File: src/rtl/ptw_walker_if.sv
// rtl/ptw_walker_if.sv - TLB refill request, PTE memory read port and walk response bundle
interface ptw_walker_if #(
    parameter int PPN_W = 20
);
    logic             io_req_valid;
    logic             io_req_ready;
    logic [26:0]      io_req_bits_addr;
    logic             io_req_bits_fetch;
    logic             io_req_bits_store;
    logic             io_req_bits_pum;
    logic             io_req_bits_mxr;
    logic [1:0]       io_req_bits_prv;
    logic [PPN_W-1:0] io_ptbr_ppn;

    logic             io_mem_req_valid;
    logic             io_mem_req_ready;
    logic [PPN_W+11:0] io_mem_req_addr;
    logic             io_mem_resp_valid;
    logic [63:0]      io_mem_resp_data;

    logic             io_resp_valid;
    logic [PPN_W-1:0] io_resp_pte_ppn;
    logic [7:0]       io_resp_pte_bits;
    logic [1:0]       io_resp_level;
    logic             io_resp_fetch;
    logic             io_resp_store;
    logic             io_resp_pum;
    logic             io_resp_mxr;
    logic [1:0]       io_resp_prv;

    // master: TLB plus memory system; slave: the walker
    modport master (
        output io_req_valid, io_req_bits_addr, io_req_bits_fetch, io_req_bits_store,
               io_req_bits_pum, io_req_bits_mxr, io_req_bits_prv, io_ptbr_ppn,
               io_mem_req_ready, io_mem_resp_valid, io_mem_resp_data,
        input  io_req_ready, io_mem_req_valid, io_mem_req_addr,
               io_resp_valid, io_resp_pte_ppn, io_resp_pte_bits, io_resp_level,
               io_resp_fetch, io_resp_store, io_resp_pum, io_resp_mxr, io_resp_prv
    );

    modport slave (
        input  io_req_valid, io_req_bits_addr, io_req_bits_fetch, io_req_bits_store,
               io_req_bits_pum, io_req_bits_mxr, io_req_bits_prv, io_ptbr_ppn,
               io_mem_req_ready, io_mem_resp_valid, io_mem_resp_data,
        output io_req_ready, io_mem_req_valid, io_mem_req_addr,
               io_resp_valid, io_resp_pte_ppn, io_resp_pte_bits, io_resp_level,
               io_resp_fetch, io_resp_store, io_resp_pum, io_resp_mxr, io_resp_prv
    );
endinterface

File: src/rtl/ptw_walker.sv
// rtl/ptw_walker.sv - Sv39 page-table walker, one walk at a time, single outstanding PTE read
module ptw_walker #(
    parameter int PPN_W  = 20,
    parameter int LEVELS = 3
) (
    input  logic        clock,
    input  logic        reset,
    ptw_walker_if.slave io
);
    localparam int VPN_W = 9 * LEVELS;

    typedef enum logic [1:0] {
        S_IDLE = 2'd0,
        S_REQ  = 2'd1,
        S_WAIT = 2'd2,
        S_DONE = 2'd3
    } state_t;

    state_t state;
    state_t state_nxt;

    logic [1:0]       level;
    logic [VPN_W-1:0] vpn;
    logic [PPN_W-1:0] ppn;
    logic             req_fetch;
    logic             req_store;
    logic             req_pum;
    logic             req_mxr;
    logic [1:0]       req_prv;

    logic [PPN_W-1:0] resp_ppn;
    logic [7:0]       resp_bits;
    logic [1:0]       resp_level;
    logic             resp_fetch;
    logic             resp_store;
    logic             resp_pum;
    logic             resp_mxr;
    logic [1:0]       resp_prv;

    logic [8:0]       vpn_idx;
    logic             pte_v;
    logic             pte_r;
    logic             pte_w;
    logic             pte_x;
    logic             pte_invalid;
    logic             pte_leaf;
    logic             last_level;
    logic             walk_done;
    logic             accept;
    logic             resp_fire;
    logic [PPN_W-1:0] pte_ppn;
    logic             unused_pte_fields;

    assign pte_v   = io.io_mem_resp_data[0];
    assign pte_r   = io.io_mem_resp_data[1];
    assign pte_w   = io.io_mem_resp_data[2];
    assign pte_x   = io.io_mem_resp_data[3];
    assign pte_ppn = io.io_mem_resp_data[10+PPN_W-1:10];
    assign unused_pte_fields = ^{io.io_mem_resp_data[63:10+PPN_W], io.io_mem_resp_data[9:8]};

    // W without R is reserved, so it wins over the leaf test even when X is set
    assign pte_invalid = !pte_v || (pte_w && !pte_r);
    assign pte_leaf    = !pte_invalid && (pte_r || pte_x);
    assign last_level  = (level == 2'(LEVELS - 1));
    assign walk_done   = pte_invalid || pte_leaf || last_level;

    assign accept    = (state == S_IDLE) && io.io_req_valid;
    assign resp_fire = (state == S_WAIT) && io.io_mem_resp_valid;

    // Root level indexes the most significant 9 VPN bits
    always_comb begin
        vpn_idx = '0;
        for (int i = 0; i < LEVELS; i++) begin
            if (level == 2'(i)) begin
                vpn_idx = vpn[9*(LEVELS-1-i) +: 9];
            end
        end
    end

    always_ff @(posedge clock) begin
        if (reset) begin
            state <= S_IDLE;
        end else begin
            state <= state_nxt;
        end
    end

    always_comb begin
        state_nxt           = state;
        io.io_req_ready     = 1'b0;
        io.io_mem_req_valid = 1'b0;
        io.io_resp_valid    = 1'b0;
        case (state)
            S_IDLE: begin
                io.io_req_ready = 1'b1;
                if (io.io_req_valid) begin
                    state_nxt = S_REQ;
                end
            end
            S_REQ: begin
                io.io_mem_req_valid = 1'b1;
                if (io.io_mem_req_ready) begin
                    state_nxt = S_WAIT;
                end
            end
            S_WAIT: begin
                if (io.io_mem_resp_valid) begin
                    state_nxt = walk_done ? S_DONE : S_REQ;
                end
            end
            S_DONE: begin
                io.io_resp_valid = 1'b1;
                state_nxt        = S_IDLE;
            end
            default: state_nxt = S_IDLE;
        endcase
    end

    always_ff @(posedge clock) begin
        if (reset) begin
            level      <= '0;
            vpn        <= '0;
            ppn        <= '0;
            req_fetch  <= 1'b0;
            req_store  <= 1'b0;
            req_pum    <= 1'b0;
            req_mxr    <= 1'b0;
            req_prv    <= '0;
            resp_ppn   <= '0;
            resp_bits  <= '0;
            resp_level <= '0;
            resp_fetch <= 1'b0;
            resp_store <= 1'b0;
            resp_pum   <= 1'b0;
            resp_mxr   <= 1'b0;
            resp_prv   <= '0;
        end else begin
            if (accept) begin
                vpn       <= io.io_req_bits_addr;
                ppn       <= io.io_ptbr_ppn;
                level     <= '0;
                req_fetch <= io.io_req_bits_fetch;
                req_store <= io.io_req_bits_store;
                req_pum   <= io.io_req_bits_pum;
                req_mxr   <= io.io_req_bits_mxr;
                req_prv   <= io.io_req_bits_prv;
            end
            if (resp_fire && !walk_done) begin
                ppn   <= pte_ppn;
                level <= level + 2'd1;
            end
            // Response fields are copied once so they stay put while a new request is captured
            if (resp_fire && walk_done) begin
                resp_ppn   <= pte_ppn;
                resp_bits  <= {io.io_mem_resp_data[7:1], pte_leaf};
                resp_level <= level;
                resp_fetch <= req_fetch;
                resp_store <= req_store;
                resp_pum   <= req_pum;
                resp_mxr   <= req_mxr;
                resp_prv   <= req_prv;
            end
        end
    end

    assign io.io_mem_req_addr  = {ppn, vpn_idx, 3'b000};
    assign io.io_resp_pte_ppn  = resp_ppn;
    assign io.io_resp_pte_bits = resp_bits;
    assign io.io_resp_level    = resp_level;
    assign io.io_resp_fetch    = resp_fetch;
    assign io.io_resp_store    = resp_store;
    assign io.io_resp_pum      = resp_pum;
    assign io.io_resp_mxr      = resp_mxr;
    assign io.io_resp_prv      = resp_prv;
endmodule

File: src/flat_wrapper.sv
// flat-port wrapper written by rule: the top's interface ports become plain ports
module ptw_walker_flat 
#(
    parameter int PPN_W  = 20,
    parameter int LEVELS = 3
)
  (clock, reset, io_io_req_valid, io_io_req_bits_addr, io_io_req_bits_fetch, io_io_req_bits_store, io_io_req_bits_pum, io_io_req_bits_mxr, io_io_req_bits_prv, io_io_ptbr_ppn, io_io_mem_req_ready, io_io_mem_resp_valid, io_io_mem_resp_data, io_io_req_ready, io_io_mem_req_valid, io_io_mem_req_addr, io_io_resp_valid, io_io_resp_pte_ppn, io_io_resp_pte_bits, io_io_resp_level, io_io_resp_fetch, io_io_resp_store, io_io_resp_pum, io_io_resp_mxr, io_io_resp_prv);
  ptw_walker_if #(.PPN_W(PPN_W)) io_i ();
  input  logic clock;
  input  logic reset;
  input wire logic [$bits(io_i.io_req_valid)-1:0] io_io_req_valid;
  input wire logic [$bits(io_i.io_req_bits_addr)-1:0] io_io_req_bits_addr;
  input wire logic [$bits(io_i.io_req_bits_fetch)-1:0] io_io_req_bits_fetch;
  input wire logic [$bits(io_i.io_req_bits_store)-1:0] io_io_req_bits_store;
  input wire logic [$bits(io_i.io_req_bits_pum)-1:0] io_io_req_bits_pum;
  input wire logic [$bits(io_i.io_req_bits_mxr)-1:0] io_io_req_bits_mxr;
  input wire logic [$bits(io_i.io_req_bits_prv)-1:0] io_io_req_bits_prv;
  input wire logic [$bits(io_i.io_ptbr_ppn)-1:0] io_io_ptbr_ppn;
  input wire logic [$bits(io_i.io_mem_req_ready)-1:0] io_io_mem_req_ready;
  input wire logic [$bits(io_i.io_mem_resp_valid)-1:0] io_io_mem_resp_valid;
  input wire logic [$bits(io_i.io_mem_resp_data)-1:0] io_io_mem_resp_data;
  output wire logic [$bits(io_i.io_req_ready)-1:0] io_io_req_ready;
  output wire logic [$bits(io_i.io_mem_req_valid)-1:0] io_io_mem_req_valid;
  output wire logic [$bits(io_i.io_mem_req_addr)-1:0] io_io_mem_req_addr;
  output wire logic [$bits(io_i.io_resp_valid)-1:0] io_io_resp_valid;
  output wire logic [$bits(io_i.io_resp_pte_ppn)-1:0] io_io_resp_pte_ppn;
  output wire logic [$bits(io_i.io_resp_pte_bits)-1:0] io_io_resp_pte_bits;
  output wire logic [$bits(io_i.io_resp_level)-1:0] io_io_resp_level;
  output wire logic [$bits(io_i.io_resp_fetch)-1:0] io_io_resp_fetch;
  output wire logic [$bits(io_i.io_resp_store)-1:0] io_io_resp_store;
  output wire logic [$bits(io_i.io_resp_pum)-1:0] io_io_resp_pum;
  output wire logic [$bits(io_i.io_resp_mxr)-1:0] io_io_resp_mxr;
  output wire logic [$bits(io_i.io_resp_prv)-1:0] io_io_resp_prv;
  assign io_i.io_req_valid = io_io_req_valid;
  assign io_i.io_req_bits_addr = io_io_req_bits_addr;
  assign io_i.io_req_bits_fetch = io_io_req_bits_fetch;
  assign io_i.io_req_bits_store = io_io_req_bits_store;
  assign io_i.io_req_bits_pum = io_io_req_bits_pum;
  assign io_i.io_req_bits_mxr = io_io_req_bits_mxr;
  assign io_i.io_req_bits_prv = io_io_req_bits_prv;
  assign io_i.io_ptbr_ppn = io_io_ptbr_ppn;
  assign io_i.io_mem_req_ready = io_io_mem_req_ready;
  assign io_i.io_mem_resp_valid = io_io_mem_resp_valid;
  assign io_i.io_mem_resp_data = io_io_mem_resp_data;
  assign io_io_req_ready = io_i.io_req_ready;
  assign io_io_mem_req_valid = io_i.io_mem_req_valid;
  assign io_io_mem_req_addr = io_i.io_mem_req_addr;
  assign io_io_resp_valid = io_i.io_resp_valid;
  assign io_io_resp_pte_ppn = io_i.io_resp_pte_ppn;
  assign io_io_resp_pte_bits = io_i.io_resp_pte_bits;
  assign io_io_resp_level = io_i.io_resp_level;
  assign io_io_resp_fetch = io_i.io_resp_fetch;
  assign io_io_resp_store = io_i.io_resp_store;
  assign io_io_resp_pum = io_i.io_resp_pum;
  assign io_io_resp_mxr = io_i.io_resp_mxr;
  assign io_io_resp_prv = io_i.io_resp_prv;
  ptw_walker #(.PPN_W(PPN_W), .LEVELS(LEVELS)) u_core (.clock(clock), .reset(reset), .io(io_i));
endmodule
File: config.mk
export PLATFORM = sky130hd
export DESIGN_NAME = ptw_walker_flat
export DESIGN_NICKNAME = d
export VERILOG_FILES = /design/src/rtl/ptw_walker_if.sv /design/src/rtl/ptw_walker.sv /design/src/flat_wrapper.sv
export SDC_FILE = /design/constraint.sdc
export NUM_CORES = 1
export LEC_CHECK = 0
export ABC_AREA = 1
export BUFFER_PORTS_ARGS = -buffer_cell sky130_fd_sc_hd__buf_2
export CAP_MARGIN = 20
export CORE_UTILIZATION = 40
export DETAILED_ROUTE_END_ITERATION = 10
export PLACE_DENSITY_LB_ADDON = 0.2
export SLEW_MARGIN = 20
export SYNTH_ARGS = -nofsm -noshare
export SYNTH_HDL_FRONTEND = slang
export SYNTH_SLANG_ARGS = --single-unit
File: constraint.sdc
create_clock -name clock -period 1.8 [get_ports clock]
set_input_delay 0.09 -clock clock [delete_from_list [all_inputs] [get_ports clock]]
set_output_delay 0.09 -clock clock [all_outputs]
set_load 0.05 [all_outputs]
Word-level counts from Yosys, hierarchy flattened. Cells that the tools add are included.

Input port bits: 122. Output and inout bits: 71. Word-level logic and storage cells: 59. Register bits: 93.

$add $sub $neg: 1. Eq/ne operators: 8. Muxes and demuxes: 15. Reductions and logical operators: 18.

Operators by type and width (number): 20-bit two-way mux (2); 9-bit two-way mux (3); 2-bit two-way mux (6); 2-bit case mux with 4 select lines (1); 2-bit == test (second input constant) (3); 1-bit logical AND (6); 2-bit != test (second input constant) (3); 2-bit by 1-bit == test with 1-bit output (second input constant) (2); 1-bit logical NOT (4); 2-bit logical NOT (2); 1-bit logical OR (4); 1-bit two-way mux (3); 3-bit AND reduction (1); 2-bit by 1-bit adder with 2-bit output (second input constant) (1); 2-bit nonzero test (1).

Logic depth before layout (Yosys ltp). Gate-level depths: netlist of the first run.

Depth after elaboration: 10. Mapped depth: 11. Mapped depth without buffers: 9.

Least setup slack after synthesis of the first run. Ideal clock, no wire load.

Kind: register -> output. Start: register u_core.level[1]. End: output io_io_mem_req_addr[10]. Slack: -75 ps. Buffers on the path: 1. Cell stages (with the launch flop): 6. Data arrival time: 1785 ps. Data required time: 1710 ps. Path through: dfxtp_1 -> inv_1 -> ha_1 -> clkbuf_1 -> nand3b_1 -> a21oi_1.

Cells in the longest elaborated chain, start to end: 4. Elaborated cells on any way between the ends: 6. Those cells by class: eq/ne (2); mux (3); reduce/logical (1).

RTL lines: from (decl) (RTL line ptw_walker.sv:22) `logic [1:0] level;`; from (signal assigned) (RTL line ptw_walker.sv:150) `level <= level + 2'd1;`; 2-bit logical NOT (RTL line ptw_walker.sv:74) `if (level == 2'(i)) begin`; 9-bit two-way mux (2 in series) (RTL line ptw_walker.sv:74); 9-bit two-way mux (*) (RTL line ptw_walker.sv:74); to (decl) (RTL line flat_wrapper.sv:24) `output wire logic [$bits(io_i.io_mem_req_addr)-1:0] io_io_mem_req_addr;`.

Mark *: on every way between the ends. The rest lies on a longest branch, timed or not.

Final worst setup path of the first run.
Start: register u_core.level[0]. End: output io_io_mem_req_addr[4].

Same word-level chain as after synthesis.

==> results of run 1 <==
worst max-delay path, delay by kind of cell, from the launching register on:
kind	cells	cell delay [ns]
fa+ha+maj	1	0.20
simple gates	1	0.12
flops	1	0.38
compound gates	1	0.16
buf+inv	3	0.43
power groups by stage:
stage	Clock [uW]	Combinational [uW]	Sequential [uW]
finish	1450	1660	2390
global route	1590	1820	2420
CTS	1500	1650	2390
detailed placement	0	1540	2440
global placement	0	1530	2430
floorplan	0	770	2820
cell type report:
cell class | instances | area share, %
clock buffers | 10 | 2.42
repair buffers | 217 | 25.4
well taps | 133 | 2.93
clock inverters | 6 | 1.23
multi-input cells | 399 | 32.6
flip-flops and latches | 93 | 32.9
inverters | 35 | 2.55
worst max path at each step:
| stage | end | cells past startpoint | slack (ns) |
|---|---|---|---|
| final | io_io_mem_req_addr[4] | 6 | 0.07 |
| after global routing | u_core.io.io_resp_pte_bits[2]$_SDFFE_PP0P_ | 8 | -0.008 |
| after CTS | io_io_mem_req_addr[5] | 5 | 0.0002 |
| after detailed placement | u_core.io.io_resp_pte_ppn[6]$_SDFFE_PP0P_ | 8 | 0.04 |
| after global placement | u_core.io.io_resp_pte_bits[7]$_SDFFE_PP0P_ | 8 | 0.09 |
| after floorplan | u_core.ppn[10]$_SDFFE_PP0P_ | 10 | 0.18 |
routing by layer:
layer | part of all wire (%) | GRT usage, %
met2 | 48 | 36.9
met4 | 1.5 | 6.37
met1 | 45 | 28.6
met5 | 0 | 0
met3 | 5.6 | 5.34
sequential cells by signal, summed over array words and instances, names as in the netlist, 8 cells and up:
| register | flops |
|---|---|
| u_core.ppn | 20 |
| u_core.io.io_resp_pte_bits | 8 |
| u_core.io.io_resp_pte_ppn | 20 |
| u_core.vpn | 27 |
placed cells by master (no fill, tap or decap), drive strengths merged, types with 3 or more instances in the layout:
master / netlist / routed
buf: 21 / 168
nor2: 152 / 152
dfxtp: 93 / 93
nand2: 72 / 72
o21ai: 69 / 69
dlygate4sd3: 0 / 49
nand3: 48 / 48
a21oi: 42 / 42
inv: 34 / 35
clkbuf: 20 / 10
nand3b: 9 / 9
clkinv: 1 / 4
ha: 3 / 3
conb: 1 / 3
cells by family after synthesis:
kind of cell | after synthesis | synth area share (%)
and+or+nand+nor | 281 | 29.3
DFF | 93 | 46.7
AOI/OAI and AO/OA | 112 | 14.1
other | 1 | 0.0940
adders and majority gates | 3 | 0.941
buffers and inverters | 76 | 8.91
metrics by stage:
step / cells / area [um2] / setup slack (ns) / setup TNS [ns]
floorplan: 568 / 4030 / 0.178 / 0
global placement: 825 / 4860 / 0.0909 / 0
detailed placement: 825 / 4860 / 0.0387 / 0
CTS: 890 / 5610 / 0.000237 / 0
global route: 893 / 5690 / -0.00758 / -0.00758
finish: 893 / 5690 / 0.0689 / 0
what timing repair did:
item | 4_1_cts | 5_1_grt
gates resized for setup | 15 | 14
buffers inserted | 0 | 3
pin swaps | 0 | 1
hold endpoints to repair | 49 | 0
hold buffers | 49 | 0
endpoints found under the setup margin | 9 | 18
==> impl_metrics.json, run 1 <==
{
  "async_flop_share_pct": 0,
  "r2r_end": "u_core.io.io_resp_pte_bits[6]$_SDFFE_PP0P_",
  "portBuffers": 153,
  "r2r_slack_ns": 0.15,
  "status": "complete, no violations",
  "cts_made_buffers": 9,
  "ys_seq_area_share_pct": 46.7,
  "ant_nets": 0,
  "power_switching_uw": 2010,
  "worstHoldEndpoint": "u_core.io.io_resp_pte_ppn[19]$_SDFFE_PP0P_",
  "synthTopCellsByCount": "149 x nor2_1, 93 x dfxtp_1, 71 x nand2_1, 69 x o21ai_0, 47 x nand3_1",
  "crit_path_max_fanout": 9,
  "routedWlPerCell_um": 13.0,
  "fmax_mhz": 578,
  "synth_most_common_cell": "nor2_1",
  "setup_viol": 0,
  "grt_pass1_vias": 3784,
  "drt_first_iter_violations": 157,
  "holdWs_ns": 0.00719,
  "crit_top_cell": "buf_4",
  "h-tree-depth": 3,
  "layout_min_cycle_time_ns": 1.73,
  "fp.dieH_um": 102,
  "worstPathRequired_ns": 1.71,
  "synthFlopType": "dfxtp_1",
  "synth_top_area_share_pct": 46.7,
  "grt-ovfl-total": 0,
  "ys_warn_count": 0,
  "grtUsageTotal_pct": 22.2,
  "tightest_slew_ns": 0.523,
  "hold_path_depth": 3,
  "yosys.area.top_type": "dfxtp_1",
  "insertion_delay_ns": 0.36,
  "power_density_nw_per_um2": 969,
  "firstDrtPassIters": 4,
  "cts.clk_slew.worst_paths_ns": 0.09,
  "grt_max_degree": 56,
  "utilization_pct": 58.4,
  "maxCapViolCount": 0,
  "ir_worst_vdd_v": 0.000453,
  "grt_pass1_wl_um": 17900,
  "fill_cells": 974,
  "regArea_um2": 1870,
  "total_power_uw": 5510,
  "dieArea_um2": 10400,
  "num_vias": 4222,
  "layout-drive-gt1-share_pct": 28.0,
  "cts_tree": "yes",
  "p_leak_uw": 0.00271,
  "end_kind": "output port",
  "worstSetupPathType": "flop to output port",
  "slowest_stage": "dfxtp_4",
  "critical_path.startpoint": "u_core.level[0]$_SDFFE_PP0P_",
  "skew_ns": 0.0114,
  "p_clk_share_pct": 26.4,
  "seqPwrFrac_pct": 43.5,
  "antenna_cells": 0,
  "slew_viol_final": 0,
  "worst_path_largest_cell_delay_ns": 0.38,
  "rr_worst_depth": 8,
  "initial_utilization_pct": 41.0,
  "internal_power_uw": 3490,
  "period_share_pct": 96.2,
  "syn_inst": 566,
  "syn_area_per_cell_um2": 7.05,
  "route.final.wire_length_um": 11600,
  "synth_cell_type_count": 24,
  "hold_viol": 0,
  "num_rows": 36,
  "io_pins": 193,
  "path_cells": "clkinvlp_4 > buf_4 > ha_4 > nand3b_1 > a21oi_2 > buf_4",
  "multi_input_area_um2": 1850,
  "r2r_start": "u_core.level[0]$_SDFFE_PP0P_",
  "crit_arrival_ns": 1.64,
  "cts_root_buffer": "clkbuf_8",
  "swShare_pct": 36.5,
  "synth_edf_count": 0,
  "synth_area_leaders": "dfxtp_1 47%, nor2_1 14%, o21ai_0 8.7%, nand2_1 6.7%, nand3_1 5.9%",
  "hpwlAfterDp_um": 7470,
  "nets": 880,
  "relSlewSlack_pct": 65.1,
  "die_width_um": 102,
  "hp-class": "input pin to flop",
  "yosys_register_bits": 93,
  "core_um2": 9730,
  "vias_per_cell": 4.73,
  "antenna_found_initial": 0,
  "synth_area_um2": 3990,
  "area_delta_synth_final_pct": 42.5,
  "gp_congestion": 0.816,
  "clockBufferDepth": 2,
  "min_from": "io_io_mem_resp_data[29]",
  "worst_setup_path_start_kind": "flop",
  "drcViolationCount": 0,
  "cts_sinks": 93,
  "combPwrFrac_pct": 30.2
}
No activity file was read; power rests on OpenSTA's default activity.
==> inputs of run 2 (changes only) <==
--- a/config.mk
+++ b/config.mk
@@ -8,7 +8,9 @@
 export ABC_AREA = 1
 export BUFFER_PORTS_ARGS = -buffer_cell sky130_fd_sc_hd__buf_2
 export CAP_MARGIN = 20
-export CORE_UTILIZATION = 40
+export CELL_PAD_IN_SITES_DETAIL_PLACEMENT = 0
+export CELL_PAD_IN_SITES_GLOBAL_PLACEMENT = 1
+export CORE_UTILIZATION = 31
 export DETAILED_ROUTE_END_ITERATION = 10
 export PLACE_DENSITY_LB_ADDON = 0.2
 export SLEW_MARGIN = 20
==> impl_metrics.json, run 2 (synthesis results as in run 1) <==
{
  "pre_cts_ws_ns": -0.0234,
  "layout_commonest_cell": "nor2_1",
  "hold_viol": 0,
  "instances_no_fill": 889,
  "p_leak_uw": 0.00261,
  "dieArea_um2": 13300,
  "placedCellCount": 865,
  "vias_per_cell": 4.52,
  "area_delta_synth_final_pct": 37.2,
  "core_um2": 12600,
  "worstPathRequired_ns": 1.71,
  "cts_made_buffers": 9,
  "r2r_start": "u_core.level[0]$_SDFFE_PP0P_",
  "worstHoldEndpoint": "u_core.vpn[5]$_SDFFE_PP0P_",
  "insertion_delay_ns": 0.34,
  "hold_path_depth": 3,
  "period_share_pct": 97.5,
  "drt_first_iter_violations": 223,
  "h-tree-depth": 3,
  "gp_congestion": 0.773,
  "drcViolationCount": 0,
  "cts_sinks": 93,
  "cts_root_buffer": "clkbuf_16",
  "antenna_found_initial": 1,
  "grt_pass1_wl_um": 18100,
  "fill_cells": 1362,
  "final_area_um2": 5470,
  "skew_ns": 0.00803,
  "tightest_slew_ns": 0.546,
  "setup_slack_ns": 0.0449,
  "firstDrtPassIters": 4,
  "worst_setup_path_start_kind": "flop",
  "route.final.wire_length_um": 11800,
  "num_rows": 41,
  "worst_path_largest_cell_delay_ns": 0.36,
  "hpwlAfterDp_um": 8120,
  "crit_path_max_fanout": 5,
  "fmax_mhz": 570,
  "worstSetupPathType": "flop to output port",
  "initial_utilization_pct": 31.7,
  "ant_nets": 0,
  "r2r_slack_ns": 0.15,
  "largest_reg_flops": 27,
  "grtUsageTotal_pct": 17.6,
  "slowest_stage": "dfxtp_4",
  "r2r_end": "u_core.ppn[4]$_SDFFE_PP0P_",
  "ir_worst_vdd_v": 0.000658,
  "clockBufferDepth": 2,
  "grt_max_degree": 56,
  "relSlewSlack_pct": 63.6,
  "rr_worst_depth": 10,
  "setup_viol": 0,
  "routedWlPerCell_um": 13.2,
  "path_cells": "inv_2 > ha_2 > buf_6 > buf_8 > a21oi_1 > a21oi_2 > buf_6",
  "largest_register": "u_core.vpn",
  "status": "complete, no violations",
  "die_width_um": 115,
  "maxCapViolCount": 0,
  "grt_pass1_vias": 3638,
  "slew_viol_final": 0,
  "most-common-layout-cells": "149 x nor2_1, 144 x buf_2, 91 x dfxtp_1",
  "min_from": "io_io_req_bits_addr[5]",
  "layout_min_cycle_time_ns": 1.76,
  "fp.dieH_um": 115,
  "crit_arrival_ns": 1.67,
  "grt-ovfl-total": 0,
  "portBuffers": 153,
  "cts.clk_slew.worst_paths_ns": 0.07,
  "num_vias": 4018,
  "cts_tree": "yes",
  "layout-drive-gt1-share_pct": 30.5,
  "io_pins": 193,
  "antenna_cells": 0,
  "post_dp_cell_area_um2": 4950,
  "power_density_nw_per_um2": 1110,
  "crit_top_cell": "buf_6",
  "end_kind": "output port",
  "hp-class": "input pin to flop",
  "nets": 837
}
## run 2: where the power goes
group	internal [uW]	total [uW]	switching, uW
Sequential	2280	2400	118
Combinational	466	1600	1130
Clock	1250	2070	820
## run 2: critical path, delay by kind of cell (launching register included)
family / cells / cell delay, ns
AOI/OAI and AO/OA: 2 / 0.25
DFF: 1 / 0.36
adders and majority gates: 1 / 0.20
buffers and inverters: 4 / 0.52
## run 2: through the flow
stage,utilization (%),setup TNS (ns),total power [uW],hold WS [ns]
global placement,39.4,0,3990,0.338
finish,43.5,0,6070,0.00445
global route,43.5,-0.000463,6380,0.0159
CTS,42.7,-0.0590,6130,0.000469
floorplan,-,0,3590,0.159
detailed placement,39.4,-0.266,4010,0.345
## run 2: worst max path at each step
stage / startpoint / endpoint / slack [ns] / cells after the start
detailed placement: u_core.level[0]$_SDFFE_PP0P_ / u_core.io.io_resp_store$_SDFFE_PP0P_ / -0.02 / 8
global placement: u_core.level[0]$_SDFFE_PP0P_ / u_core.io.io_resp_pte_ppn[18]$_SDFFE_PP0P_ / 0.02 / 8
global route: u_core.level[0]$_SDFFE_PP0P_ / io_io_mem_req_addr[10] / -0.0003 / 7
finish: u_core.level[0]$_SDFFE_PP0P_ / io_io_mem_req_addr[10] / 0.04 / 7
CTS: u_core.level[1]$_SDFFE_PP0P_ / io_io_mem_req_addr[5] / -0.02 / 5
floorplan: u_core.level[0]$_SDFFE_PP0P_ / u_core.ppn[10]$_SDFFE_PP0P_ / 0.18 / 10
## run 2: what timing repair did
item / in CTS / in global routing
hold buffers: 5 / 0
setup buffers: 0 / 2
endpoints found under the setup margin: 44 / 45
hold endpoints to repair: 5 / 0
resized for setup: 17 / 16
pin swaps: 0 / 3
cloned: 0 / 1
## run 2: final cells by class
cell class	instances	area, um2	share of cell area, %
multi-input combinational	399	1870	34.2
clock inverter	6	86.3	1.58
sequential	93	1870	34.1
tap	172	215	3.93
clock buffer	10	239	4.37
inverter	35	141	2.58
timing repair buffer	174	1050	19.2
## run 2: routing by layer
layer	global-route usage [%]	wire, um	up-vias
met5	0	13	-
met3	3.29	548	14
li1	-	-	2095
met4	7.27	203	2
met1	23.5	5740	1805
met2	28.0	5270	102
==> inputs of run 3 (changes only) <==
--- a/config.mk
+++ b/config.mk
@@ -8,7 +8,7 @@
 export ABC_AREA = 1
 export BUFFER_PORTS_ARGS = -buffer_cell sky130_fd_sc_hd__buf_2
 export CAP_MARGIN = 20
-export CELL_PAD_IN_SITES_DETAIL_PLACEMENT = 0
+export CELL_PAD_IN_SITES_DETAIL_PLACEMENT = 1
 export CELL_PAD_IN_SITES_GLOBAL_PLACEMENT = 1
 export CORE_UTILIZATION = 31
 export DETAILED_ROUTE_END_ITERATION = 10
==> impl_metrics.json, run 3 (synthesis results as in run 1) <==
{
  "status": "complete, no violations",
  "h-tree-depth": 3,
  "gp_congestion": 0.773,
  "ir_worst_vdd_v": 0.000529,
  "cts_tree": "yes",
  "regArea_um2": 1870,
  "routedWlPerCell_um": 14.3,
  "ant_nets": 0,
  "instances_no_fill": 890,
  "dieArea_um2": 13300,
  "crit_arrival_ns": 1.68,
  "layout-drive-gt1-share_pct": 30.5,
  "maxCapViolCount": 0,
  "largest_reg_flops": 27,
  "layout_commonest_cell": "nor2_1",
  "drt_first_iter_violations": 158,
  "crit_path_max_fanout": 5,
  "worstPathRequired_ns": 1.71,
  "area_delta_synth_final_pct": 37.6,
  "grt_pass1_wl_um": 20000,
  "insertion_delay_ns": 0.34,
  "cts_made_buffers": 9,
  "hold_viol": 0,
  "setup_viol": 0,
  "fill_cells": 1636,
  "grtUsageTotal_pct": 19.4,
  "route.final.wire_length_um": 12700,
  "fp.dieH_um": 115,
  "final_area_um2": 5490,
  "nets": 838,
  "largest_register": "u_core.vpn",
  "placedCellCount": 865,
  "skew_ns": 0.0103,
  "most-common-layout-cells": "149 x nor2_1, 145 x buf_2, 91 x dfxtp_1",
  "hpwlAfterDp_um": 8920,
  "grt_max_degree": 56,
  "power_density_nw_per_um2": 1100,
  "firstDrtPassIters": 4,
  "initial_utilization_pct": 31.7,
  "layout_min_cycle_time_ns": 1.77,
  "grt-ovfl-total": 0,
  "drcViolationCount": 0,
  "utilization_pct": 43.7,
  "antenna_found_initial": 1,
  "worstSetupPathType": "flop to output port",
  "cts_sinks": 93,
  "num_vias": 4115,
  "rr_worst_depth": 10,
  "hp-class": "input pin to flop",
  "die_width_um": 115,
  "period_share_pct": 98.3,
  "antenna_cells": 0,
  "slew_viol_final": 0,
  "end_kind": "output port",
  "post_dp_cell_area_um2": 4950,
  "vias_per_cell": 4.62,
  "cts_root_buffer": "clkbuf_16",
  "grt_pass1_vias": 4054,
  "relSlewSlack_pct": 62.5,
  "cts.clk_slew.worst_paths_ns": 0.07,
  "holdWs_ns": 0.00227,
  "multi_input_area_um2": 1870,
  "worst_setup_path_start_kind": "flop",
  "clockBufferDepth": 2,
  "core_um2": 12600,
  "io_pins": 193,
  "fmax_mhz": 565,
  "num_rows": 41,
  "portBuffers": 153,
  "tightest_slew_ns": 0.563,
  "hold_path_depth": 3,
  "p_leak_uw": 0.00261
}
## run 3: per-stage QoR
step           setup WS [ns]  setup TNS [ns]  total power, uW
2_1_floorplan          0.178               0             3590
3_3_place_gp          0.0171               0             3990
3_5_place_dp         -0.0893           -1.65             4030
4_1_cts              -0.0382          -0.195             6060
5_1_grt              -0.0142         -0.0337             6320
6_report              0.0303               0             6010
## run 3: worst paths after layout
check,startpoint,to,slack [ns]
min,io_io_req_bits_addr[26],u_core.vpn[26]$_SDFFE_PP0P_,0.002
max,u_core.level[1]$_SDFFE_PP0P_,io_io_mem_req_addr[4],0.03
max reg2reg,u_core.level[0]$_SDFFE_PP0P_,u_core.ppn[7]$_SDFFE_PP0P_,0.19
min reg2reg,u_core.io.io_resp_pte_ppn[2]$_SDFFE_PP0P_,u_core.io.io_resp_pte_ppn[2]$_SDFFE_PP0P_,0.48
## run 3: power breakdown
group | switching, uW | internal [uW]
logic | 1150 | 467
registers | 122 | 2280
clock network | 807 | 1190
## run 3: layer usage
metal | part of all wire [%] | track usage, %
met1 | 46 | 24.9
met2 | 48 | 32.9
met3 | 4.6 | 4.39
met4 | 0.97 | 4.94
met5 | 0.10 | 0
## run 3: repair_timing
action                     4_1_cts  5_1_grt
buffers inserted                 0        4
cloned                           0        1
setup endpoints to repair       44       63
hold buffers                     4        0
hold endpoints to repair         4        0
pin swaps                        0        4
resized for setup               14       22
## run 3: critical path: stages (launching register included)
cell	delay, ns
dfxtp_4	0.38
inv_2	0.06
ha_4	0.17
buf_2	0.16
nand3b_1	0.19
a21oi_2	0.19
buf_6	0.18
## run 3: layout make-up
cell class	count	area share (%)
Clock buffer	13	4.92
Clock inverter	3	0.775
Inverter	35	2.67
Multi-Input combinational cell	399	34.1
Sequential cell	93	34.1
Tap cell	172	3.92
Timing Repair Buffer	175	19.5
